[config.mk]
export PLATFORM = sky130hd
export DESIGN_NAME = instr_fetch_unit
export DESIGN_NICKNAME = d
export VERILOG_FILES = /design/src/rtl/instr_fetch_unit.sv
export SDC_FILE = /design/constraint.sdc
export NUM_CORES = 1
export LEC_CHECK = 0
export CORE_AREA = 8 8 92 94
export DETAILED_ROUTE_END_ITERATION = 6
export DIE_AREA = 0 0 100 102
export DONT_BUFFER_PORTS = 1
export PLACE_DENSITY = 0.77
export SKIP_LAST_GASP = 1
export SLEW_MARGIN = 25
export SYNTH_ARGS = -nofsm -noshare
export SYNTH_HDL_FRONTEND = slang
export SYNTH_SLANG_ARGS = --single-unit
[constraint.sdc]
create_clock -name clk -period 3.5 [get_ports clk]
set_clock_uncertainty 0.15 [all_clocks]
set_input_delay 0.35 -clock clk [delete_from_list [all_inputs] [get_ports clk]]
set_output_delay 0.35 -clock clk [all_outputs]
set_load 0.1 [all_outputs]
[src/rtl/instr_fetch_unit.sv]
// Instruction fetch unit: owns the fetch PC, issues word addresses to a
// one-cycle-latency synchronous instruction memory, and delivers fetched
// instructions to decode through a 2-entry buffer.
//
// Output handshake: out_valid stays high and out_instr/out_pc stay stable
// until the cycle where out_ready is also high. That cycle is the transfer.
// The consumer may assert or drop out_ready freely.
//
// A read issued in cycle N lands in the buffer at the end of N+1. The issue
// rule reserves a buffer slot for every read in flight, so a landing never
// finds the buffer full unless the head is popped in the same cycle.
// A redirect flushes the buffer and cancels any read in flight. The cancelled
// read still returns data in the next cycle, but that data is ignored because
// the in-flight flag was cleared.
module instr_fetch_unit #(
    parameter int                ADDR_W   = 5,
    parameter int                INSTR_W  = 32,
    parameter logic [ADDR_W-1:0] RESET_PC = '0
) (
    input  logic               clk,
    input  logic               rst,
    output logic [ADDR_W-1:0]  imem_addr,
    output logic               imem_req,
    input  logic [INSTR_W-1:0] imem_rdata,
    input  logic               redirect_valid,
    input  logic [ADDR_W-1:0]  redirect_pc,
    input  logic               halt,
    output logic               out_valid,
    input  logic               out_ready,
    output logic [INSTR_W-1:0] out_instr,
    output logic [ADDR_W-1:0]  out_pc
);

    logic [ADDR_W-1:0]  fetch_pc_q, fetch_pc_d;
    logic               inflight_q, inflight_d;
    logic [ADDR_W-1:0]  inflight_pc_q, inflight_pc_d;
    logic [1:0]         count_q, count_d;
    logic [INSTR_W-1:0] head_instr_q, head_instr_d;
    logic [ADDR_W-1:0]  head_pc_q, head_pc_d;
    logic [INSTR_W-1:0] tail_instr_q, tail_instr_d;
    logic [ADDR_W-1:0]  tail_pc_q, tail_pc_d;

    logic               pop;
    logic               issue;
    logic [2:0]         occupancy;
    logic [1:0]         level;

    // Issue decision and next-state computation for the PC and the buffer.
    always_comb begin
        pop       = (count_q != 2'd0) && out_ready;
        // The count of slots that are full or reserved after this cycle's pop.
        // A pop implies count_q >= 1, so this value cannot go below zero.
        occupancy = {1'b0, count_q} + {2'b0, inflight_q} - {2'b0, pop};
        issue     = !rst && !redirect_valid && !halt && (occupancy < 3'd2);

        fetch_pc_d    = fetch_pc_q;
        inflight_d    = 1'b0;
        inflight_pc_d = inflight_pc_q;
        count_d       = count_q;
        head_instr_d  = head_instr_q;
        head_pc_d     = head_pc_q;
        tail_instr_d  = tail_instr_q;
        tail_pc_d     = tail_pc_q;
        level         = count_q - {1'b0, pop};

        if (redirect_valid) begin
            // Flush everything. Dropping inflight discards the read that lands next cycle.
            fetch_pc_d = redirect_pc;
            inflight_d = 1'b0;
            count_d    = 2'd0;
        end else begin
            if (issue) begin
                inflight_d    = 1'b1;
                inflight_pc_d = fetch_pc_q;
                fetch_pc_d    = fetch_pc_q + 1'b1;
            end

            // When the head is popped, the tail moves up. If the buffer held one entry, the tail is stale but unused.
            if (pop) begin
                head_instr_d = tail_instr_q;
                head_pc_d    = tail_pc_q;
            end

            // The returning read goes into the first free slot that remains after the pop.
            if (inflight_q) begin
                if (level == 2'd0) begin
                    head_instr_d = imem_rdata;
                    head_pc_d    = inflight_pc_q;
                end else begin
                    tail_instr_d = imem_rdata;
                    tail_pc_d    = inflight_pc_q;
                end
            end

            count_d = level + {1'b0, inflight_q};
        end
    end

    // State registers with synchronous reset.
    always_ff @(posedge clk) begin
        if (rst) begin
            fetch_pc_q    <= RESET_PC;
            inflight_q    <= 1'b0;
            inflight_pc_q <= '0;
            count_q       <= 2'd0;
            head_instr_q  <= '0;
            head_pc_q     <= '0;
            tail_instr_q  <= '0;
            tail_pc_q     <= '0;
        end else begin
            fetch_pc_q    <= fetch_pc_d;
            inflight_q    <= inflight_d;
            inflight_pc_q <= inflight_pc_d;
            count_q       <= count_d;
            head_instr_q  <= head_instr_d;
            head_pc_q     <= head_pc_d;
            tail_instr_q  <= tail_instr_d;
            tail_pc_q     <= tail_pc_d;
        end
    end

    // Output decode. Data outputs read zero whenever no instruction is presented.
    always_comb begin
        imem_addr = fetch_pc_q;
        imem_req  = issue;
        out_valid = (count_q != 2'd0);
        out_instr = out_valid ? head_instr_q : '0;
        out_pc    = out_valid ? head_pc_q : '0;
    end

endmodule
==> results.toml, run 1 <==
[status]
status = "finished, final reports clean"

[layout]
instances_no_fill = 607
regArea_sq_um = 1750
antennaDiodeCount = 0
syn2layout_area_growth_pct = 20.5
fillers = 537
multi_input_area_sq_um = 2330
nNetsFinal = 550
drive_above_1_share_pct = 28.9

[synthesis]
synth_edf_count = 0
netlist_top_cells_count = "dfxtp_1 (87), nand2_1 (77), nor2_1 (43)"
synth_top_area_share_pct = 41.1
seq_area_frac_synth_pct = 41.1
yosysMostFrequentCell = "dfxtp_1"
netlist_instances = 460
yosys_warnings = 0
yosysTopAreaCell = "dfxtp_1"
syn_area_sq_um = 4240
synth.distinct_cells = 38
netlist_top_cells_area = "dfxtp_1 (41%), mux2i_1 (9.9%), o221a_2 (9.6%), a41oi_1 (7.9%), nand2_1 (6.8%)"
syn_area_per_cell_sq_um = 9.21
syn_nets = 506
async_flop_share_pct = 0
synth-seq-cells = 87
synthFlopType = "dfxtp_1"

[worst_setup_path]
critPathMaxStageDelay_ns = 0.54
critPathKind = "flop to output pin"
worst_setup_path_start_kind = "flop"
worstSetupEndpointType = "output pin"
crit_path_top_delay_cell = "fa_1"
critical_path.cell_chain = "nand3b_4 -> nand2_1 -> nand2_1 -> fa_1 -> nor2b_1 -> nand4_1 -> inv_1 -> buf_12"
rr_worst_depth = 7
cp-startpoint = "count_q[1]$_SDFF_PP0_"
cp_max_fo = 17
timing.rr.start = "count_q[1]$_SDFF_PP0_"
cp_common_cell = "nand2_1"
critical_path_required_ns = 3.00
arrival_ns = 2.64

[die]
fp.dieH_um = 102
design.core.area_sq_um = 7060
ios = 86
fp.dieArea_sq_um = 10200
rows = 31
initial_core_util_pct = 60.0
die_w_um = 100

[route]
wl_met1_mm = 4.90
finalWirelength_mm = 11.4
route.met2.wl_mm = 5.47
drcViolationCount = 0
vias_per_cell = 6.14
dr.max_layer_used = "met4"
dr_wl_met3_um = 851
routedWlPerCell_um = 18.8
ant_nets = 0
dr.first_iter.drc_count = 325
vias = 3725
dr.pass1.iters = 6

[placed_design]
dp_hpwl_mm = 6.73
place.gp.congestion = 0.818
numPortBuffers = 0
place_inst = 561
dpl_worst_slack_ns = 0.501

[clock_network]
root_buffer = "clkbuf_8"
cts_tree = "yes"
numCtsBuffers = 9
cts_setup_buffers = 0
clk_pin_slew_ns = 0.08
clk_latency_ns = 0.34
cts.path.max_buffers = 2
clkSinkCount = 87
h-tree-depth = 3

[global_route]
grt_max_degree = 47
antenna_found_initial = 0
grt-ovfl-total = 0
grt_pass1_wl_mm = 18.1
grt_pass1_vias = 3775
track_usage_pct = 21.9

[sta]
worst_pin_slew_ns = 1.05
fmax_ghz = 0.318
hold_violations = 0
setup_violations = 0
relSlewSlack_pct = 29.7
finalCritPeriodShare_pct = 89.7
fin_crit_ns = 3.14
tns_ns = 0
timing.final.ws_setup_ns = 0.360
slew_violations = 0
rsz0062_at_grt = "false"

[power]
ir_drop_uv = 235
p_leak_nw = 1.89
powerDensity_nw_per_um2 = 366

[hold_path]
min_path_cells = 2
hold_start = "imem_rdata[3]"
min_path_type = "input pin to flop"

[flow_run]
max-cap-violations = 0
==> cells by family after synthesis <==
| group | after synthesis | synth area share, % |
|---|---|---|
| AOI/OAI and AO/OA | 88 | 20.1 |
| xor gates and xnor gates | 3 | 1.06 |
| adders and majority gates | 4 | 1.36 |
| buffers and inverters | 61 | 7.20 |
| DFF | 87 | 41.1 |
| muxes | 42 | 9.92 |
| and+or+nand+nor | 175 | 19.2 |
==> where the power goes <==
group,switching [mW],internal (mW)
sequential,0.0375,1.02
combinational,0.108,0.0903
clock,0.347,0.271
==> what timing repair did <==
action                                  in CTS  in global routing
endpoints found under the hold margin       32                  2
hold buffers                                29                  2
endpoints found under the setup margin       0                  1
gates resized for setup                      0                  1
==> placed cells by master, fill, tap and decap left out, drive strengths merged, types with 3 or more instances in the layout <==
cell type    netlist  routed
a41oi             38      38
clkbuf            22      11
dlygate4sd3        0      31
o21ai              4       4
o221a             37      37
ha                 3       3
nor2              43      43
buf               25      49
nand3              4       4
dfxtp             87      87
inv               13      14
a311oi             5       5
mux2i             42      42
clkinv             1       3
nand2             77      77
nor2b             39      39
==> registers in the layout, summed over array words and instances (netlist names) <==
name	count
head_instr_q	32
tail_instr_q	32
head_pc_q	5
imem_addr	5
inflight_pc_q	5
tail_pc_q	5
count_q	2
inflight_q	1
==> layer usage <==
metal	GRT usage, %	vias to the layer above
met2	36.6	144
met3	5.52	16
met4	8.49	0
met1	26.5	1825
li1	-	1740
met5	0	-
==> through the flow <==
step	power (mW)	hold WS (ns)	area (sq um)	util [%]
floorplan	1.22	0.285	4240	-
global placement	1.24	0.279	4630	65.6
detailed placement	1.24	0.279	4630	65.6
CTS	1.87	0.000185	5080	72.0
global route	1.93	0.000994	5110	72.4
finish	1.87	0.00891	5110	72.4
==> critical path: cells and delay by family, from the launching register on <==
kind                     cells  cell delay (ns)
AND/OR/NAND/NOR              5             0.88
flip-flops                   1             0.52
adder cells (fa/ha/maj)      1             0.54
buffers and inverters        2             0.35
==> layout make-up <==
cell class | count | share of cell area, %
Sequential cell | 87 | 34.2
Timing Repair Buffer | 80 | 13.5
Inverter | 14 | 1.03
Clock inverter | 4 | 0.441
Multi-Input combinational cell | 312 | 45.6
Clock buffer | 11 | 2.77
Tap cell | 99 | 2.43
==> path summary, 6_finish.rpt <==
kind / slack [ns] / to
worst max register to register: 0.66 / imem_addr[3]$_SDFFE_PP0P_
worst min-delay path: 0.009 / tail_instr_q[3]$_SDFFE_PP0P_
worst min register to register: 0.31 / tail_instr_q[7]$_SDFFE_PP0P_
worst max-delay path: 0.36 / imem_req
No activity file was read; power rests on OpenSTA's default activity.
==> run 2: changes to the inputs <==
--- a/config.mk
+++ b/config.mk
@@ -6,10 +6,12 @@
 export NUM_CORES = 1
 export LEC_CHECK = 0
 export CORE_AREA = 8 8 92 94
+export CTS_BUF_LIST = sky130_fd_sc_hd__clkbuf_4 sky130_fd_sc_hd__clkbuf_8 sky130_fd_sc_hd__clkbuf_16
 export DETAILED_ROUTE_END_ITERATION = 6
 export DIE_AREA = 0 0 100 102
 export DONT_BUFFER_PORTS = 1
-export PLACE_DENSITY = 0.77
+export MAX_ROUTING_LAYER = met4
+export PLACE_DENSITY = 0.84
 export SKIP_LAST_GASP = 1
 export SLEW_MARGIN = 25
 export SYNTH_ARGS = -nofsm -noshare
==> results.toml, run 2 (same netlist as run 1, synthesis figures left out) <==
[status]
status = "finished, final reports clean"

[placed_design]
place.gp.congestion = 0.756
dpl_worst_slack_ns = 0.597
numPortBuffers = 0
dp_hpwl_mm = 6.77

[sta]
fin_crit_ns = 3.23
hold_violations = 0
slew_violations = 0
holdWs_ns = 0.00905
finalCritPeriodShare_pct = 92.3
fmax_ghz = 0.310
setup_violations = 0
tns_ns = 0
timing.final.ws_setup_ns = 0.270
rsz0062_at_grt = "false"
relSlewSlack_pct = 29.2
worst_pin_slew_ns = 1.06

[power]
finalPower_mw = 2.05
ir_drop_uv = 309
p_leak_nw = 1.92
powerDensity_nw_per_um2 = 395

[layout]
multi_input_area_sq_um = 2330
antennaDiodeCount = 0
fillers = 496
regArea_sq_um = 1740
nNetsFinal = 551
final_cell_mix = "dfxtp_1 (85), nand2_1 (77), buf_4 (47), mux2i_1 (42), nor2_1 (42)"
final_common_cell = "dfxtp_1"
largestRegisters = "head_instr_q x32, tail_instr_q x32"
drive_above_1_share_pct = 28.6
finish.utilization_pct = 73.3
syn2layout_area_growth_pct = 22.1

[clock_network]
numCtsBuffers = 9
cts_hold_buf = 32
clkSinkCount = 87
h-tree-depth = 3
ctsResizeCount = 0
clk_latency_ns = 0.35
cts.path.max_buffers = 2
root_buffer = "clkbuf_8"
clk_pin_slew_ns = 0.09
cts_setup_buffers = 0
cts_tree = "yes"

[route]
routedWlPerCell_um = 19.4
drcViolationCount = 0
dr.first_iter.drc_count = 346
dr.pass1.iters = 5
vias_per_cell = 6.27
ant_nets = 0
finalWirelength_mm = 11.8
vias = 3816

[global_route]
grt-ovfl-total = 0
grt_max_degree = 48
track_usage_pct = 23.3
grt_pass1_vias = 3724
grt_pass1_wl_mm = 18.6
antenna_found_initial = 0

[worst_setup_path]
arrival_ns = 2.73
critPathKind = "flop to output pin"
cp_max_fo = 7
worst_setup_path_start_kind = "flop"
critical_path_required_ns = 3.00
worstSetupEndpointType = "output pin"

[die]
ios = 86
fp.dieH_um = 102
rows = 31
initial_core_util_pct = 60.0
fp.dieArea_sq_um = 10200
design.core.area_sq_um = 7060
die_w_um = 100

[flow_run]
max-cap-violations = 0

[hold_path]
min_path_type = "input pin to flop"
[run 2: metal layers]
layer	vias up	wire, um	track usage, %	part of all wire, %
met3	20	1080	5.52	9.2
met5	-	0	-	0
li1	1746	-	-	-
met2	201	5900	39.8	50
met4	0	189	8.37	1.6
met1	1849	4620	26.0	39
[run 2: cell type report]
class                           instances  share of cell area [%]
Sequential cell                        87                    33.7
Inverter                               14                    1.02
Clock inverter                          6                    1.79
Timing Repair Buffer                   81                    13.6
Multi-Input combinational cell        312                    45.0
Clock buffer                           10                    2.54
Tap cell                               99                    2.39
[run 2: path summary, 6_finish.rpt]
check / start / cells after the start / to / slack (ns)
setup reg to reg: count_q[1]$_SDFF_PP0_ / 7 / tail_instr_q[5]$_SDFFE_PP0P_ / 0.55
hold reg to reg: tail_pc_q[1]$_SDFFE_PP0P_ / 2 / tail_pc_q[1]$_SDFFE_PP0P_ / 0.32
setup / recovery: count_q[1]$_SDFF_PP0_ / 8 / imem_req / 0.27
hold / removal: imem_rdata[15] / 2 / tail_instr_q[15]$_SDFFE_PP0P_ / 0.009
[run 2: critical path: stages (launching register included)]
cell	delay [ns]
dfxtp_1	0.69
nand3b_4	0.13
nand2_1	0.11
nand2_1	0.08
fa_1	0.55
nor2b_1	0.24
nand4_1	0.20
inv_1	0.18
buf_12	0.18
[run 2: power by group]
group          total (mW)  switching (mW)  internal (mW)
Clock               0.789           0.374          0.415
Sequential           1.05          0.0381           1.02
Combinational       0.202           0.110         0.0919
[run 2: per-stage QoR]
stage | cells | area [sq um]
after floorplan | 460 | 4240
after global placement | 560 | 4620
after detailed placement | 560 | 4620
after CTS | 608 | 5160
after global routing | 609 | 5180
final | 609 | 5180
